**config.mk**
```make
export PLATFORM = sky130hd
export DESIGN_NAME = intra_pred_chroma8x8
export DESIGN_NICKNAME = d
export VERILOG_FILES = /design/src/rtl/intra_chroma_pkg.sv /design/src/rtl/chroma_row_sad.sv /design/src/rtl/intra_pred_chroma8x8.sv
export SDC_FILE = /design/constraint.sdc
export NUM_CORES = 2
export LEC_CHECK = 0
export ABC_AREA = 0
export CAP_MARGIN = 5
export CORE_AREA = 2 2 458 460
export CTS_BUF_LIST = sky130_fd_sc_hd__clkbuf_8
export DETAILED_ROUTE_END_ITERATION = 6
export DIE_AREA = 0 0 460 462
export DONT_BUFFER_PORTS = 1
export GPL_ROUTABILITY_DRIVEN = 0
export PLACE_DENSITY = 0.59
export SLEW_MARGIN = 20
export SYNTH_ARGS = -nofsm -noshare
export SYNTH_HDL_FRONTEND = slang
export SYNTH_HIERARCHICAL = 1
export SYNTH_SLANG_ARGS = --single-unit
```
**constraint.sdc**
```tcl
create_clock -name clk -period 10.3 [get_ports clk]
set_input_delay 2.06 -clock clk [delete_from_list [all_inputs] [get_ports clk]]
set_output_delay 2.06 -clock clk [all_outputs]
set_load 0.01 [all_outputs]
```
**src/rtl/intra_chroma_pkg.sv**
```systemverilog
// intra_chroma_pkg: shared mode/state encodings and defaults for chroma 8x8 intra prediction
package intra_chroma_pkg;
  localparam int PIXW_DEF = 8;
  localparam int SADW_DEF = 14;
  localparam int DC_DEFAULT = 128;
  typedef enum logic [1:0] {MODE_DC = 2'd0, MODE_H = 2'd1, MODE_V = 2'd2} mode_e;
  typedef enum logic [2:0] {IDLE, LOAD, ACCUM, DECIDE, DONE} state_e;
endpackage

```
**src/rtl/chroma_row_sad.sv**
```systemverilog
// chroma_row_sad: sum of absolute differences across one 8-pixel row
module chroma_row_sad #(
  parameter int PIXW = 8
) (
  input  logic [PIXW-1:0] cur_i [8],
  input  logic [PIXW-1:0] pred_i [8],
  output logic [PIXW+2:0] sad_o
);
  // eight PIXW-bit differences need three extra bits of headroom
  always_comb begin
    sad_o = '0;
    for (int c = 0; c < 8; c++)
      sad_o = sad_o + (PIXW+3)'(cur_i[c] > pred_i[c] ? cur_i[c] - pred_i[c] : pred_i[c] - cur_i[c]);
  end
endmodule

```
**src/rtl/intra_pred_chroma8x8.sv**
```systemverilog
// intra_pred_chroma8x8: chroma 8x8 DC/H/V prediction with row-serial SAD mode decision
// Define CHROMA_RESIDUAL_EN to add the registered out_resid (mb - out_pred) output.
module intra_pred_chroma8x8
  import intra_chroma_pkg::*;
#(
  parameter int PIXW = PIXW_DEF,
  parameter int SADW = SADW_DEF
) (
  input  logic            clk,
  input  logic            reset,
  input  logic            in_valid,
  output logic            in_ready,
  input  logic [PIXW-1:0] mb [64],
  input  logic [PIXW-1:0] toppixels [8],
  input  logic [PIXW-1:0] leftpixels [8],
  input  logic            top_avail,
  input  logic            left_avail,
  output logic            out_valid,
  input  logic            out_ready,
  output logic [1:0]      out_mode,
  output logic [SADW-1:0] out_sad,
  output logic [PIXW-1:0] out_pred [64]
`ifdef CHROMA_RESIDUAL_EN
  ,
  output logic signed [PIXW:0] out_resid [64]
`endif
);
  localparam int SUMW = PIXW + 3;
  state_e          state_q, state_d;
  mode_e           mode_q, win;
  logic            rdy_q, ta_q, la_q;
  logic [2:0]      row_q;
  logic [PIXW-1:0] mb_q [64];
  logic [PIXW-1:0] top_q [8];
  logic [PIXW-1:0] left_q [8];
  logic [PIXW-1:0] dc_q [4];
  logic [PIXW-1:0] dc_d [4];
  logic [SADW-1:0] sad_q [3];
  logic [SUMW-1:0] row_sad [3];
  logic [PIXW-1:0] cur_row [8];
  logic [PIXW-1:0] dc_row [8];
  logic [PIXW-1:0] h_row [8];
  logic [PIXW-1:0] pred_q [64];
  logic [PIXW-1:0] pred_d [64];
  logic [SADW-1:0] osad_q, best;
  logic [SUMW-1:0] st_lo, st_hi, sl_lo, sl_hi;

  function automatic logic [PIXW-1:0] dc_of(input logic [SUMW-1:0] st, input logic [SUMW-1:0] sl,
                                            input logic ut, input logic ul);
    logic [SUMW-1:0] v;
    v = ut && ul ? (st + sl + SUMW'(4)) >> 3 : ut ? (st + SUMW'(2)) >> 2 :
        ul ? (sl + SUMW'(2)) >> 2 : SUMW'(DC_DEFAULT);
    return v[PIXW-1:0];
  endfunction

  // quadrant DC values; off-diagonal quadrants prefer their own-side neighbour, then the other
  always_comb begin
    st_lo = '0;
    st_hi = '0;
    sl_lo = '0;
    sl_hi = '0;
    for (int i = 0; i < 4; i++) begin
      st_lo = st_lo + SUMW'(top_q[i]);
      st_hi = st_hi + SUMW'(top_q[i+4]);
      sl_lo = sl_lo + SUMW'(left_q[i]);
      sl_hi = sl_hi + SUMW'(left_q[i+4]);
    end
    dc_d[0] = dc_of(st_lo, sl_lo, ta_q, la_q);
    dc_d[1] = dc_of(st_hi, sl_lo, ta_q, la_q && !ta_q);
    dc_d[2] = dc_of(st_lo, sl_hi, ta_q && !la_q, la_q);
    dc_d[3] = dc_of(st_hi, sl_hi, ta_q, la_q);
  end

  // current row and its DC/H predictions for the row being accumulated
  always_comb begin
    for (int c = 0; c < 8; c++) begin
      cur_row[c] = mb_q[{row_q, 3'(c)}];
      dc_row[c] = dc_q[{row_q[2], c >= 4}];
      h_row[c] = left_q[row_q];
    end
  end

  chroma_row_sad #(.PIXW(PIXW)) u_sad_dc (.cur_i(cur_row), .pred_i(dc_row), .sad_o(row_sad[0]));
  chroma_row_sad #(.PIXW(PIXW)) u_sad_h  (.cur_i(cur_row), .pred_i(h_row),  .sad_o(row_sad[1]));
  chroma_row_sad #(.PIXW(PIXW)) u_sad_v  (.cur_i(cur_row), .pred_i(top_q),  .sad_o(row_sad[2]));

  // minimum SAD over eligible modes; strict compares give ties to the lower mode
  always_comb begin
    win = MODE_DC;
    best = sad_q[0];
    if (la_q && sad_q[1] < best) begin
      win = MODE_H;
      best = sad_q[1];
    end
    if (ta_q && sad_q[2] < best) begin
      win = MODE_V;
      best = sad_q[2];
    end
    for (int i = 0; i < 64; i++)
      pred_d[i] = win == MODE_H ? left_q[i[5:3]] : win == MODE_V ? top_q[i[2:0]] : dc_q[{i[5], i[2]}];
  end

  // next-state logic
  always_comb begin
    state_d = state_q;
    case (state_q)
      IDLE:    state_d = in_valid && in_ready ? LOAD : IDLE;
      LOAD:    state_d = ACCUM;
      ACCUM:   state_d = row_q == 3'd7 ? DECIDE : ACCUM;
      DECIDE:  state_d = DONE;
      DONE:    state_d = out_ready ? IDLE : DONE;
      default: state_d = IDLE;
    endcase
  end

  // state register
  always_ff @(posedge clk or negedge reset)
    if (!reset) state_q <= IDLE;
    else state_q <= state_d;

  // datapath: latch on accept, DC setup, row accumulation, result capture
  always_ff @(posedge clk or negedge reset) begin
    if (!reset) begin
      rdy_q <= 1'b0;
      ta_q <= 1'b0;
      la_q <= 1'b0;
      row_q <= '0;
      mode_q <= MODE_DC;
      osad_q <= '0;
      for (int i = 0; i < 64; i++) begin
        mb_q[i] <= '0;
        pred_q[i] <= '0;
      end
      for (int i = 0; i < 8; i++) begin
        top_q[i] <= '0;
        left_q[i] <= '0;
      end
      for (int i = 0; i < 4; i++) dc_q[i] <= '0;
      for (int i = 0; i < 3; i++) sad_q[i] <= '0;
    end else begin
      rdy_q <= 1'b1;
      if (in_valid && in_ready) begin
        mb_q <= mb;
        top_q <= toppixels;
        left_q <= leftpixels;
        ta_q <= top_avail;
        la_q <= left_avail;
      end
      if (state_q == LOAD) begin
        dc_q <= dc_d;
        row_q <= '0;
        for (int m = 0; m < 3; m++) sad_q[m] <= '0;
      end
      if (state_q == ACCUM) begin
        row_q <= row_q + 3'd1;
        for (int m = 0; m < 3; m++) sad_q[m] <= sad_q[m] + SADW'(row_sad[m]);
      end
      if (state_q == DECIDE) begin
        mode_q <= win;
        osad_q <= best;
        pred_q <= pred_d;
      end
    end
  end

`ifdef CHROMA_RESIDUAL_EN
  logic signed [PIXW:0] resid_q [64];

  // residual captured with the prediction it was formed against
  always_ff @(posedge clk or negedge reset) begin
    if (!reset) begin
      for (int i = 0; i < 64; i++) resid_q[i] <= '0;
    end else if (state_q == DECIDE) begin
      for (int i = 0; i < 64; i++) resid_q[i] <= $signed({1'b0, mb_q[i]}) - $signed({1'b0, pred_d[i]});
    end
  end

  assign out_resid = resid_q;
`endif

  assign in_ready = rdy_q && state_q == IDLE;
  assign out_valid = state_q == DONE;
  assign out_mode = mode_q;
  assign out_sad = osad_q;
  assign out_pred = pred_q;
endmodule

```
; Yosys cells after proc, flatten, opt, wreduce, memory -nomap -nowiden
; Index checks and enable logic that the tools add are counted.
[totals]
reg_bits = 1251
latchBits = 0
mem_bits_rw = 0
romBits = 0
input_bits = 646
word_cells = 483
memories = 0
[classes]
add_sub_neg = 97
multipliers = 0
div_mod_pow = 0
n_lt_le_gt_ge = 37
n_eq_ne = 7
shifts = 0
mux = 160
bitwise = 11
n_reduce_logical = 13
[ops]
columns = cell, n
row1 = two-way mux 8 bit, 113
row2 = subtractor 8 x 8 -> 9 bit, 48
row3 = binary-select mux 8 bit (select 6 bit), 8
row4 = adder 11 bit, 25
row5 = two-way mux 11 bit, 24
row6 = greater-than comparator 8 bit, 24
row7 = two-way mux 42 bit, 2
row8 = greater-or-equal comparator 7 bit (second input constant), 8
row9 = NOT 6 -> 7 bit, 8
row10 = adder 10 x 8 -> 11 bit, 4
row11 = adder 11 x 3 -> 11 bit (second input constant), 4
row12 = adder 14 x 11 -> 14 bit, 3
row13 = adder 10 x 2 -> 10 bit (second input constant), 4
row14 = adder 9 x 8 -> 10 bit, 4
row15 = adder 8 x 8 -> 9 bit, 4
row16 = binary-select mux 8 bit (select 2 bit), 2
row17 = less-than comparator 14 bit, 2
row18 = two-way mux 14 bit, 2
row19 = binary-select mux 8 bit (select 3 bit), 1
row20 = case mux 3 bit (5 select lines), 1
row21 = logical AND 1 bit, 9
row22 = two-way mux 3 bit, 3
row23 = equality test 3 x 2 -> 1 bit (second input constant), 2
row24 = equality test 3 bit (second input constant), 2
row25 = other kinds (13), 18

; Depth between registers and ports, before layout
[logic_depth]
depth_word = 15
depth_mapped = 36
ltp_nobuf = 32

; Hierarchy
; Netlist, hierarchy kept.
[by_module_without_submodules]
columns = module, n_inst, cells_each, area_per_inst_um2, seq_area_each_um2
row1 = intra_pred_chroma8x8, 1, 4250, 59014.1, 31305.0
row2 = chroma_row_sad at u_sad_h, 1, 989, 7666.1, 0.0
row3 = chroma_row_sad at u_sad_dc, 1, 960, 7518.5, 0.0
row4 = chroma_row_sad at u_sad_v, 1, 951, 7464.7, 0.0

; Worst setup path after synthesis
; OpenSTA, ideal clock, no wires.
[synth_path]
path_type = register to register
from = register row_q[0]
to = register sad_q[13] (netlist name)
t_arrival_ns = 8.620
path_slack_ns = 1.601
path_stages_with_launch = 36
n_path_buf = 3
path_cell_list = dfrtp_1 clkbuf_1 buf_1 mux4_2 mux2_2 inv_1 ha_1 clkbuf_1 nand2_1 o21ai_0 or3_1 o21ai_2 mux2_2 mux2i_1 fa_1 inv_1 fa_1 fa_1 fa_1 inv_1 ha_1 inv_1 fa_1 nor2b_1 o21ai_0 a21boi_0 o21a_1 nor2_1 xnor2_1 ha_1 and3_1 a21oi_1 o21ai_0 o31ai_1 or3_1 mux2i_1
[synth_rtl]
columns = element, line
row1 = start: declaration, intra_pred_chroma8x8.sv:32  ; logic [2:0] row_q;
row2 = start signal: assignment, intra_pred_chroma8x8.sv:155  ; row_q <= row_q + 3'd1;
row3 = end: declaration, intra_pred_chroma8x8.sv:38  ; logic [SADW-1:0] sad_q [3];

==> results.yml <==
clock_tree:
  cts_tree: "built"
  worstSkewPairLatency_ns: 1.02
  clock_tree.root_cell: "clkbuf_8"
  clk_path_buf_depth: 3
  cts.htree.levels: 4
  cts.hold.buffers_added: 0
  clkSlewWorstSetupHoldPaths_ns: 0.06
  tritoncts.num_buffers: 214
  cts.repair.resized: 0
  clock-sinks: 1251
  cts.repair_timing.setup_buffer_count: 0
global_route:
  globalRoute.busiestLayer: "met2"
  globalRouteTotalUtil_pct: 29.9
  grt_start_max_net_pins: 239
  global_route.usage.met3_pct: 9.44
  grtUsageMet2_pct: 46.6
  first_global_vias: 59700
  groute.layer.met1.usage_pct: 36.3
  first_pass_grt_wire_length_mm: 453
  grt_antenna_before_repair: 193
  grt_remaining_overflow: 0
route:
  detail_route.iter0.violations: 6823
  routed_wl_mm: 330
  drtAntennaViolNets: 0
  routed_wire_length_per_instance_um: 32.7
  via_per_inst: 6.13
  detailroute.via_count: 61800
  post-route-drc-count: 0
  firstDrtPassIters: 6
layout:
  final_cell_mix: "dfrtp_1, inv_1, mux2_2"
  flow.area_growth_from_synthesis_pct: 9.45
  final_common_cell: "dfrtp_1"
  post-route-util_pct: 42.9
  number_of_nets_in_the_finished_design: 8571
  final_layout_size_suffix_gt1_share_pct: 20.6
run:
  max_cap_violations: 0
worst_hold_path:
  hold_class: "reg -> reg"
synth:
  number_of_flops_mapped_to_enable_cells_by_yosys: 0
  synthesis.yosys.warnings: 6
  syn-mean-instance-area_um2: 11.4
  asyncSetResetFlopFracSynth_pct: 100
  synth.distinct_cells: 104
  synthDominantAreaCellType: "dfrtp_1"
  synth-seq-area-share_pct: 38.3
  synth.area.top_cells: "dfrtp_1, mux2_2, ha_1"
  post-synth-top-area-fraction_pct: 38.3
  syn_nets: 8623
  synth_cells: 7150
  synth-seq-cells: 1251
  post_synth_instance_area_um2: 81700
  yosys_most_used_dff: "dfrtp_1"
timing:
  final_hold_violations: 0
  finalCriticalPeriod_ns: 9.47
  layout_worst_path_cycle_share_pct: 92.0
  fin_tns_setup_ns: 0
  worst_pin_slew_ns: 1.43
  setup_viol_count_final: 0
  maxClockFrequency_ghz: 0.106
  drv_slew: 0
  grt_setup_unrepaired: "no"
  fin_worst_skew_ns: 0.117
  slew_headroom_pct: 4.61
placed_design:
  placement.io_buffers: 0
  dp_hpwl_mm: 258
worst_setup_path:
  worst-endpoint-required_ns: 11.17
  crit_path_start_kind: "flop"
  cp_slowest_stage_delay_ns: 0.79
  worstPathMaxFanout: 18
  worstPathArrival_ns: 10.34
  crit_path_class: "reg -> reg"
  slowest_stage: "o21ai_1"
  regToRegSetupSlack_ns: 0.83
  endpoint_kind: "flop"
die:
  fp-row-count: 168
  die_h_um: 462
  placeable_core_area_um2: 208000
  initial_util_pct: 39.2
  floorplan.io_pins: 1176
  floorplan.die.width_um: 460
  die_area_um2: 213000
outcome:
  run_status: "completed"
-- layout make-up --
type | instances | area (µm²)
well taps | 2720 | 3400
repair buffers | 145 | 1310
flip-flops and latches | 1251 | 31300
inverters | 912 | 3420
diodes | 89 | 223
fillers | 19500 | 119000
multi-input cells | 4574 | 44900
clock buffers | 270 | 3720
clock inverters | 118 | 1060
-- Yosys cell counts, drive strengths merged (43+ instances only) --
| master | instances |
|---|---|
| nor2 | 234 |
| a22o | 141 |
| o21a | 43 |
| mux4 | 144 |
| nor2b | 48 |
| xnor2 | 134 |
| nand3 | 54 |
| clkbuf | 253 |
| inv | 911 |
| a21o | 127 |
| ha | 547 |
| a221o | 518 |
| a211oi | 49 |
| dfrtp | 1251 |
| mux2i | 159 |
| nor3 | 56 |
| o21ai | 203 |
| buf | 160 |
| mux2 | 796 |
| a21oi | 303 |
| xor2 | 83 |
| fa | 280 |
| nand2 | 212 |
-- registers in the layout, summed over array words and instances, names as in the netlist --
| signal | flops |
|---|---|
| la_q | 1 |
| out_mode | 2 |
| out_sad | 14 |
| out_pred | 512 |
| top_q | 64 |
| rdy_q | 1 |
| state_q | 3 |
| ta_q | 1 |
| row_q | 3 |
| dc_q | 32 |
| left_q | 64 |
| sad_q | 42 |
| mb_q | 512 |
-- path summary, 6_finish.rpt --
path,start,end,cells past startpoint
max in group asynchronous,reset,mb_q[340],3
max reg2reg,row_q[0],sad_q[27],27
min reg2reg,mb_q[347],mb_q[347],1
max,row_q[0],sad_q[27],27
min in group asynchronous,reset,out_pred[373],1
min,mb_q[347],mb_q[347],1
-- cells by family (layout without fill, tap and decap cells) --
family | count (synthesis) | in the layout | synth area share, %
AO/OA/AOI/OAI | 1660 | 1660 | 16.0
XOR/XNOR | 217 | 217 | 2.33
adder cells (fa/ha/maj) | 827 | 827 | 15.2
buffers and inverters | 1325 | 1445 | 6.73
flip-flops | 1251 | 1251 | 38.3
multiplexers | 1099 | 1099 | 16.9
other | 1 | 90 | 0.00459
AND/OR/NAND/NOR | 770 | 770 | 4.47
-- metal layers --
layer	share of wire [%]	routed length (µm)	vias to the layer above
met5	0.22	736	-
met4	6.5	21600	124
met3	10	33100	974
met2	45	150000	3578
met1	38	125000	31300
li1	-	-	25800
-- critical path, delay by kind of cell, from the launching register on --
family,cells,cell delay (ns)
AO/OA/AOI/OAI,9,2.57
XOR/XNOR,1,0.17
adder cells (fa/ha/maj),7,3.22
buffers and inverters,3,0.51
flip-flops,1,0.70
multiplexers,4,1.67
AND/OR/NAND/NOR,3,0.51
-- through the flow --
stage	setup WS, ns	hold slack [ns]	instances	cell area (µm²)
5_1_grt	0.241	0.509	10000	89300
3_3_place_gp	0.950	0.482	9601	84300
2_1_floorplan	1.60	0.467	7150	81700
3_5_place_dp	0.948	0.488	9601	84300
4_1_cts	0.955	0.501	9989	89100
6_report	0.829	0.501	10100	89400
Power is not shown: default switching activity piles up to over one toggle a cycle in this logic, so the estimate is an artifact.
